===== src/rtl/arb_pkg.sv =====
// Shared defaults and helpers for the weighted round-robin arbiter.
package arb_pkg;

  localparam int unsigned DefN  = 4;
  localparam int unsigned DefWW = 4;

  // Index width that never collapses to zero bits.
  function automatic int unsigned clog2_safe(input int unsigned n);
    return (n <= 1) ? 1 : $clog2(n);
  endfunction

  // Low bit of requester idx's weight field in the packed WEIGHT vector.
  function automatic int unsigned wslice_lo(input int unsigned idx, input int unsigned ww);
    return idx * ww;
  endfunction

endpackage


===== src/rtl/rr_pick.sv =====
// Round-robin winner select: rotate req by ptr, priority-encode, un-rotate.
module rr_pick
  import arb_pkg::*;
#(
  parameter int unsigned N = DefN,
  localparam int unsigned IW = clog2_safe(N)
) (
  input  logic [N-1:0]  req,
  input  logic [IW-1:0] ptr,
  output logic [IW-1:0] win_id,
  output logic          win_vld
);

  logic [2*N-1:0] w_dbl;
  logic [N-1:0]   w_rot;
  logic [IW-1:0]  w_off;
  logic [IW:0]    w_sum;

  assign w_dbl = {req, req} >> ptr;
  assign w_rot = w_dbl[N-1:0];

  // Descending scan so the lowest rotated position (closest to ptr) wins.
  always_comb begin
    w_off   = '0;
    win_vld = 1'b0;
    for (int i = N - 1; i >= 0; i--) begin
      if (w_rot[i]) begin
        w_off   = IW'(i);
        win_vld = 1'b1;
      end
    end
  end

  assign w_sum  = {1'b0, w_off} + {1'b0, ptr};
  assign win_id = (w_sum >= (IW + 1)'(N)) ? IW'(w_sum - (IW + 1)'(N)) : w_sum[IW-1:0];

endmodule


===== src/rtl/wrr_arbiter.sv =====
// Weighted round-robin arbiter with per-requester quantum and lock-to-hold.
module wrr_arbiter
  import arb_pkg::*;
#(
  parameter int unsigned N  = DefN,
  parameter int unsigned WW = DefWW,
  parameter int unsigned IW = clog2_safe(N)
) (
  input  logic            clk,
  input  logic            rst,
  input  logic [N-1:0]    REQ,
  input  logic [N*WW-1:0] WEIGHT,
  input  logic [N-1:0]    LOCK,
  output logic [N-1:0]    GNT,
  output logic [IW-1:0]   GNT_ID,
  output logic            GNT_VLD
);

  logic [IW-1:0] r_owner;
  logic          r_own_vld;
  logic [WW-1:0] r_credit;
  logic [IW-1:0] r_ptr;

  logic [IW-1:0] w_win_id;
  logic          w_win_vld;
  logic          w_hold;
  logic [WW-1:0] w_win_wt;

  rr_pick #(
    .N (N)
  ) u_pick (
    .req     (REQ),
    .ptr     (r_ptr),
    .win_id  (w_win_id),
    .win_vld (w_win_vld)
  );

  assign w_hold   = r_own_vld && REQ[r_owner] && ((r_credit > WW'(1)) || LOCK[r_owner]);
  assign w_win_wt = WEIGHT[wslice_lo(32'(w_win_id), WW) +: WW];

  always_ff @(posedge clk) begin
    if (rst) begin
      r_owner   <= '0;
      r_own_vld <= 1'b0;
      r_credit  <= '0;
      r_ptr     <= '0;
    end else if (w_hold) begin
      // A locked owner past expiry parks at credit 1.
      if (r_credit > WW'(1)) r_credit <= r_credit - WW'(1);
    end else if (w_win_vld) begin
      r_owner   <= w_win_id;
      r_own_vld <= 1'b1;
      r_credit  <= (w_win_wt == '0) ? WW'(1) : w_win_wt;
      r_ptr     <= (w_win_id == IW'(N - 1)) ? '0 : w_win_id + IW'(1);
    end else begin
      r_own_vld <= 1'b0;
    end
  end

  always_comb begin
    GNT = '0;
    if (r_own_vld) GNT[r_owner] = 1'b1;
  end

  assign GNT_ID  = r_owner;
  assign GNT_VLD = r_own_vld;

endmodule


===== config.mk =====
export PLATFORM = sky130hd
export DESIGN_NAME = wrr_arbiter
export DESIGN_NICKNAME = d
export VERILOG_FILES = /design/src/rtl/arb_pkg.sv /design/src/rtl/rr_pick.sv /design/src/rtl/wrr_arbiter.sv
export SDC_FILE = /design/constraint.sdc
export NUM_CORES = 1
export LEC_CHECK = 0
export BUFFER_PORTS_ARGS = -buffer_cell sky130_fd_sc_hd__buf_2
export CORE_UTILIZATION = 54
export CTS_BUF_LIST = sky130_fd_sc_hd__clkbuf_8
export DETAILED_ROUTE_END_ITERATION = 7
export PLACE_DENSITY = 0.89
export SYNTH_ARGS = -nofsm -noshare
export SYNTH_HDL_FRONTEND = slang
export SYNTH_HIERARCHICAL = 1
export SYNTH_SLANG_ARGS = --single-unit

===== constraint.sdc =====
create_clock -name clk -period 5.4 [get_ports clk]
set_input_delay 0.54 -clock clk [delete_from_list [all_inputs] [get_ports clk]]
set_output_delay 0.54 -clock clk [all_outputs]
set_load 0.01 [all_outputs]

==> metrics.md, run 1 <==
| Metric | Value |
|---|---|
| Main flop type after synthesis | `dfxtp_1` |
| Commonest cells after routing, fill and taps aside | `buf_2, nor2_1, dfxtp_1` |
| Routed WL per cell | `~15 um` |
| Vias/cell | `slightly above 6` |
| Slack of the critical path | `between 2000 and 3000 ps` |
| Slew margin rel. | `0.651` |
| Final Wtd Congestion | `~0.82` |
| Cell area after synthesis | `roughly 890 um^2` |
| Worst Path Required | `roughly 5500 ps` |
| TritonCTS buffer count | `3` |
| Worst-path cell chain | `buf_2 -> inv_1 -> a2bb2oi_1 -> o211ai_1 -> o21a_1 -> ha_1 -> xnor2_1 -> xnor2_1 -> mux4_2 -> mux2_2 -> o21ai_0 -> a21oi_1` |
| Final setup TNS | `0 ps` |
| Clk root buf | `clkbuf_8` |
| Die Ht | `roughly 43 um` |
| Die area | `between 1500 and 2000 um^2` |
| Critical R2R Launch | `r_ptr[1]` |
| Final worst path period share | `0.526` |
| Largest net degree at the start of global routing | `11` |
| Startpoint Class | `input pin` |
| Post-synth EDFFs | `0` |
| Area delta synth->final | `22.6%` |
| Area leader, netlist | `dfxtp_1` |
| NetSw | `between 0.0002 and 0.0003 W` |
| Top cell type's share of synthesized area | `0.203` |
| Core box area | `~1500 um^2` |
| Die W | `between 40 and 50 um` |
| Crit path time final | `~2800 ps` |
| Slowest cell delay on critical path | `around 440 ps` |
| Postcts setup bufs | `0` |
| Clock sink total | `9` |
| Row cnt | `14` |
| Netlist cell types | `41` |
| Critical Path Most Common Cell | `xnor2_1` |
| Pleak | `0.487 nW` |
| Share of layout cells above drive strength 1 | `0.371` |
| # port buffers | `32` |
| Sequential cell area fraction in the yosys report | `0.203` |
| RSZ-0062 raised after global routing | `false` |
| CTS tree | `yes` |
| Clock skew | `between 2 and 2.5 ps` |
| Fmax | `0.352 GHz` |
| PD cells | `about 580 nW/um^2` |
| Placed cell area | `about 1000 um^2` |
| Worst-Skew Late Latency | `240 ps` |
| Top Ports | `33` |
| Net count reported at finish | `between 150 and 200` |
| Post-synthesis net count | `130` |
| Max-Cap Viols | `0` |
| Clock transition at the registers of the reported paths | `approximately 50 ps` |
| First-pass GRT wire length | `3550 um` |
| Via count | `a little over 900` |
| Crit path capture type | `register` |
| Slew Limit Fails | `0` |
| All-Layer GR Usage | `0.259` |
| GRT Residual Overflow | `0` |
| Flop pwr share | `0.224` |
| Max VDD drop | `0.349 mV` |
| Synth Register Bits | `9` |
| DP HPWL | `between 1500 and 2000 um` |
| Synth top area cells | `dfxtp_1, mux4_2, mux2i_1` |
| HP Start | `GNT_ID[1]` |
| Diodes inserted | `0` |
| HP Class | `register to register` |
| Syn avg cell area | `8.90 um^2` |
| Final hold vios | `0` |
| Clk buf depth | `2` |
| Fin util | `0.716` |
| Detailed router's first-iteration violation count | `30` |
| H-tree Lvls | `1` |
| First drt pass iteration count | `4` |
| CP max-delay cell | `xnor2_1` |
| Worst EP arrival | `roughly 3000 ps` |
| Initial Utilization | `0.584` |
| Post-route ant nets | `0` |
| Sw frac | `0.443` |
| Yosys warns | `6` |
| Internal power | `about 0.00035 W` |
| Number of hold-repair buffers added at the cts stage | `0` |
| Post_cts resized | `0` |
| Critical Path Fanout Max | `6` |
| Slew @ Worst Pin | `approximately 520 ps` |
| Vias in the first global route | `810` |
| Crit Path Category | `input pin to register` |
| CP Launch Point | `REQ[2]` |
| Setup WS pre-CTS | `2480 ps` |
| Final Cell Area | `~1100 um^2` |
| Routed WL | `roughly 2200 um` |
| Post-Synthesis Cells | `100` |
| DRC | `0` |
| Power share of the combinational group | `0.649` |
| Setup violators final | `0` |
| Most common cell after layout, fill and taps aside | `buf_2` |
| Initial antenna violation count | `0` |
| Ys async rst share | `0` |
| Outcome | `completed` |
| Clock Power Share | `0.127` |
## metal layers
| layer | GRT usage | vias up | share of wire |
|---|---|---|---|
| met5 | 0 | - | 0 |
| met4 | 0.0813 | 0 | 0.0067 |
| met3 | 0.0690 | 4 | 0.075 |
| met2 | 0.443 | 50 | 0.49 |
| met1 | 0.314 | 422 | 0.43 |
| li1 | - | 430 | - |
## cells by family after synthesis
kind of cell    share of synthesized area
buf+inv                            0.0520
mux                                 0.224
xor+xnor                           0.0295
compound gates                      0.210
fa+ha+maj                          0.0563
flops                               0.203
simple gates                        0.226
## state kept, by name, summed over array words and instances (netlist names)
register,count
r_credit,4
GNT_ID,2
GNT_VLD,1
r_ptr,2
## power groups by stage
stage	clock [W]	combinational, W	sequential, W
after global placement	0	0.000387	0.000137
after floorplan	0	0.000339	0.000128
after CTS	0.0000805	0.000409	0.000140
after detailed placement	0	0.000401	0.000141
after global routing	0.0000833	0.000452	0.000145
final	0.0000801	0.000409	0.000142
## critical path: cells and delay by family
kind,cells,cell delay [ps]
AOI/OAI and AO/OA,5,690
xor gates and xnor gates,2,570
muxes,2,670
adders and majority gates,1,190
buffers and inverters,2,290
## Yosys cell counts (2+ instances only)
master and n:
nor2_1 13, dfxtp_1 9, nand2_1 8, inv_1 6, mux2i_1 6, mux4_2 5, ha_1 4, nand2b_1 4
o22ai_1 4, a21oi_1 3, nor3_1 3, a211oi_1 2, clkbuf_1 2, nor2b_1 2, or3_1 2, xnor2_1 2
## path summary, 6_finish.rpt
| kind | cells past startpoint | slack [ps] | to |
|---|---|---|---|
| setup / recovery | 12 | 2560 | r_credit[3] |
| hold / removal | 2 | 600 | GNT_ID[1] |
| setup reg to reg | 11 | 2620 | r_credit[3] |
| hold reg to reg | 2 | 600 | GNT_ID[1] |
## layout make-up
cell class	count	area, um^2
Clock inverter	1	3.75
Multi-Input combinational cell	81	663
Tap cell	16	20.0
Timing Repair Buffer	32	160
Sequential cell	9	180
Fill cell	115	433
Inverter	6	22.5
Clock buffer	3	41.3
## through the flow
step	power, W	cells	hold WS, ps
floorplan	0.000468	100	520
global placement	0.000524	144	553
detailed placement	0.000542	144	582
CTS	0.000629	148	599
global route	0.000681	148	621
finish	0.000631	148	597
Power figures use the tool's default switching activity.
==> inputs of run 2 (changes only) <==
CORE_UTILIZATION = 46   (was 54)
PLACE_DENSITY = 0.81   (was 0.89)
clock period = 2.46 ns   (was 5.4 ns; I/O delays follow)
==> run 2 against run 1 <==
Compared with the run above:
- register-to-register slack worse by 2600 ps
- utilization is 1.9 points lower
- global-route usage is 0.49 points lower
- setup slack worse by 2500 ps
- highest routed layer unchanged
==> metrics.md, run 2 (synthesis gave the netlist of run 1 again) <==
| Metric | Value |
|---|---|
| Die area | `2110 um^2` |
| GRT Residual Overflow | `0` |
| Initial antenna violation count | `0` |
| Area delta synth->final | `38.1%` |
| DRC | `0` |
| Pwr Total | `approximately 0.0016 W` |
| Final hold vios | `0` |
| Critical R2R Launch | `r_ptr[1]` |
| Max-Cap Viols | `0` |
| WHS Endpoint | `r_ptr[0]` |
| Fmax | `just over 0.4 GHz` |
| Multi-input gate area | `approximately 720 um^2` |
| All-Layer GR Usage | `0.254` |
| RSZ-0062 raised after global routing | `true` |
| Layout Cells excl Fill | `about 170` |
| Pleak | `0.554 nW` |
| Worst-case reg-to-reg path depth | `11` |
| HP Class | `input pin to register` |
| Reg with most FFs | `r_credit` |
| Slew margin rel. | `0.757` |
| Hold depth | `2` |
| Net count reported at finish | `roughly 170` |
| Outcome | `completed` |
| Clock transition at the registers of the reported paths | `50 ps` |
| Top Ports | `33` |
| # port buffers | `32` |
| Worst-Skew Late Latency | `roughly 230 ps` |
| Slew Limit Fails | `0` |
| Initial Utilization | `0.504` |
| First-pass GRT wire length | `between 3000 and 4000 um` |
| First drt pass iteration count | `4` |
| Die Ht | `approximately 46 um` |
| Diodes inserted | `0` |
| Row cnt | `15` |
| Largest net degree at the start of global routing | `11` |
| TritonCTS buffer count | `3` |
| Filler cell count | `between 150 and 200` |
| Share of layout cells above drive strength 1 | `0.482` |
| Routed WL per cell | `between 10 and 15 um` |
| H-tree Lvls | `1` |
| Post-route ant nets | `0` |
| Most common cell after layout, fill and taps aside | `buf_2` |
| PD cells | `1280 nW/um^2` |
| Crit path time final | `between 2000 and 2500 ps` |
| Vias in the first global route | `~900` |
| Final worst path period share | `0.991` |
| Via count | `between 900 and 1,000` |
| Max VDD drop | `roughly 0.73 mV` |
| Clock skew | `~3.0 ps` |
| Core box area | `between 1500 and 2000 um^2` |
| Vias/cell | `slightly below 6` |
| Crit Path Category | `register to register` |
| Clk root buf | `clkbuf_8` |
| Clock sink total | `9` |
| Placed cell count | `160` |
| Startpoint Class | `register` |
| Commonest cells after routing, fill and taps aside | `buf_2, nor2_1, buf_4` |
| DP HPWL | `1720 um` |
| Clk buf depth | `2` |
| Crit path capture type | `register` |
| Worst EP arrival | `2550 ps` |
| Die W | `around 46 um` |
| Seq. cell area | `roughly 180 um^2` |
| Slew @ Worst Pin | `around 360 ps` |
| Worst Path Required | `2570 ps` |
| Final Wtd Congestion | `about 0.80` |
| Max reg flops | `4` |
| Reg-to-reg slack, setup | `20 ps` |
| Number of hold-repair buffers added at the cts stage | `0` |
| Reg2Reg Capture Point | `r_credit[3]` |
| Detailed router's first-iteration violation count | `18` |
| Routed WL | `2470 um` |
| Critical Path Fanout Max | `5` |
| Setup violators final | `0` |
| CTS tree | `yes` |
| HP Start | `rst` |
run 2: changes by cell type in the layout (fill, tap and decap cells not counted), sizes merged:
cell,delta
buf,+9
run 2: how the worst max path moves through the flow:
stage	startpoint	endpoint	slack [ps]
finish	r_ptr[1]	r_credit[3]	20
global route	r_ptr[1]	r_credit[0]	-110
CTS	r_ptr[1]	r_credit[3]	20
detailed placement	REQ[1]	r_credit[3]	-210
global placement	REQ[1]	r_credit[3]	-100
floorplan	r_ptr[1]	r_credit[3]	40
run 2: through the flow:
| step | hold slack [ps] | area (um^2) | worst slack, ps | setup TNS [ps] | utilization |
|---|---|---|---|---|---|
| 2_1_floorplan | 520 | 891 | 38.1 | 0 | - |
| 3_3_place_gp | 552 | 1110 | -103 | -246 | 0.629 |
| 3_5_place_dp | 558 | 1110 | -209 | -577 | 0.629 |
| 4_1_cts | 319 | 1190 | 21.3 | 0 | 0.677 |
| 5_1_grt | 332 | 1230 | -114 | -209 | 0.696 |
| 6_report | 335 | 1230 | 21.8 | 0 | 0.696 |
run 2: worst max-delay path: stages (launching register included):
cell       delay [ps]
dfxtp_4           360
nand2b_4          140
a2bb2oi_2         130
o211ai_1          130
o21a_1            140
ha_2              180
xnor2_2           150
xnor2_2           290
mux4_2            390
mux2_4            280
o21ai_2            60
a21oi_1            70
run 2: report_power, final:
group | leakage, nW | internal (W) | total [W] | switching [W]
sequential | 0.0755 | 0.000213 | 0.000312 | 0.0000988
clock | 0.0269 | 0.000109 | 0.000173 | 0.0000635
combinational | 0.452 | 0.000569 | 0.00109 | 0.000518
total | 0.554 | 0.000891 | 0.00157 | 0.000680
run 2: repair_timing:
action	CTS	global route
gates resized for setup	5	8
buffers inserted	2	0
setup endpoints to repair	4	4
pin swaps	1	8
run 2: layout make-up:
| type | instances | share of cell area |
|---|---|---|
| multi-input combinational | 81 | 0.585 |
| inverter | 6 | 0.0183 |
| tap | 25 | 0.0255 |
| clock buffer | 3 | 0.0336 |
| clock inverter | 1 | 0.00305 |
| timing repair buffer | 41 | 0.185 |
| sequential | 9 | 0.150 |
run 2: per-layer routing:
| metal | global-route usage | vias to the layer above | routed length, um |
|---|---|---|---|
| li1 | - | 454 | - |
| met1 | 0.308 | 456 | 1020 |
| met2 | 0.437 | 44 | 1250 |
| met3 | 0.0476 | 6 | 154 |
| met4 | 0.100 | 0 | 43 |
| met5 | 0 | - | 0 |
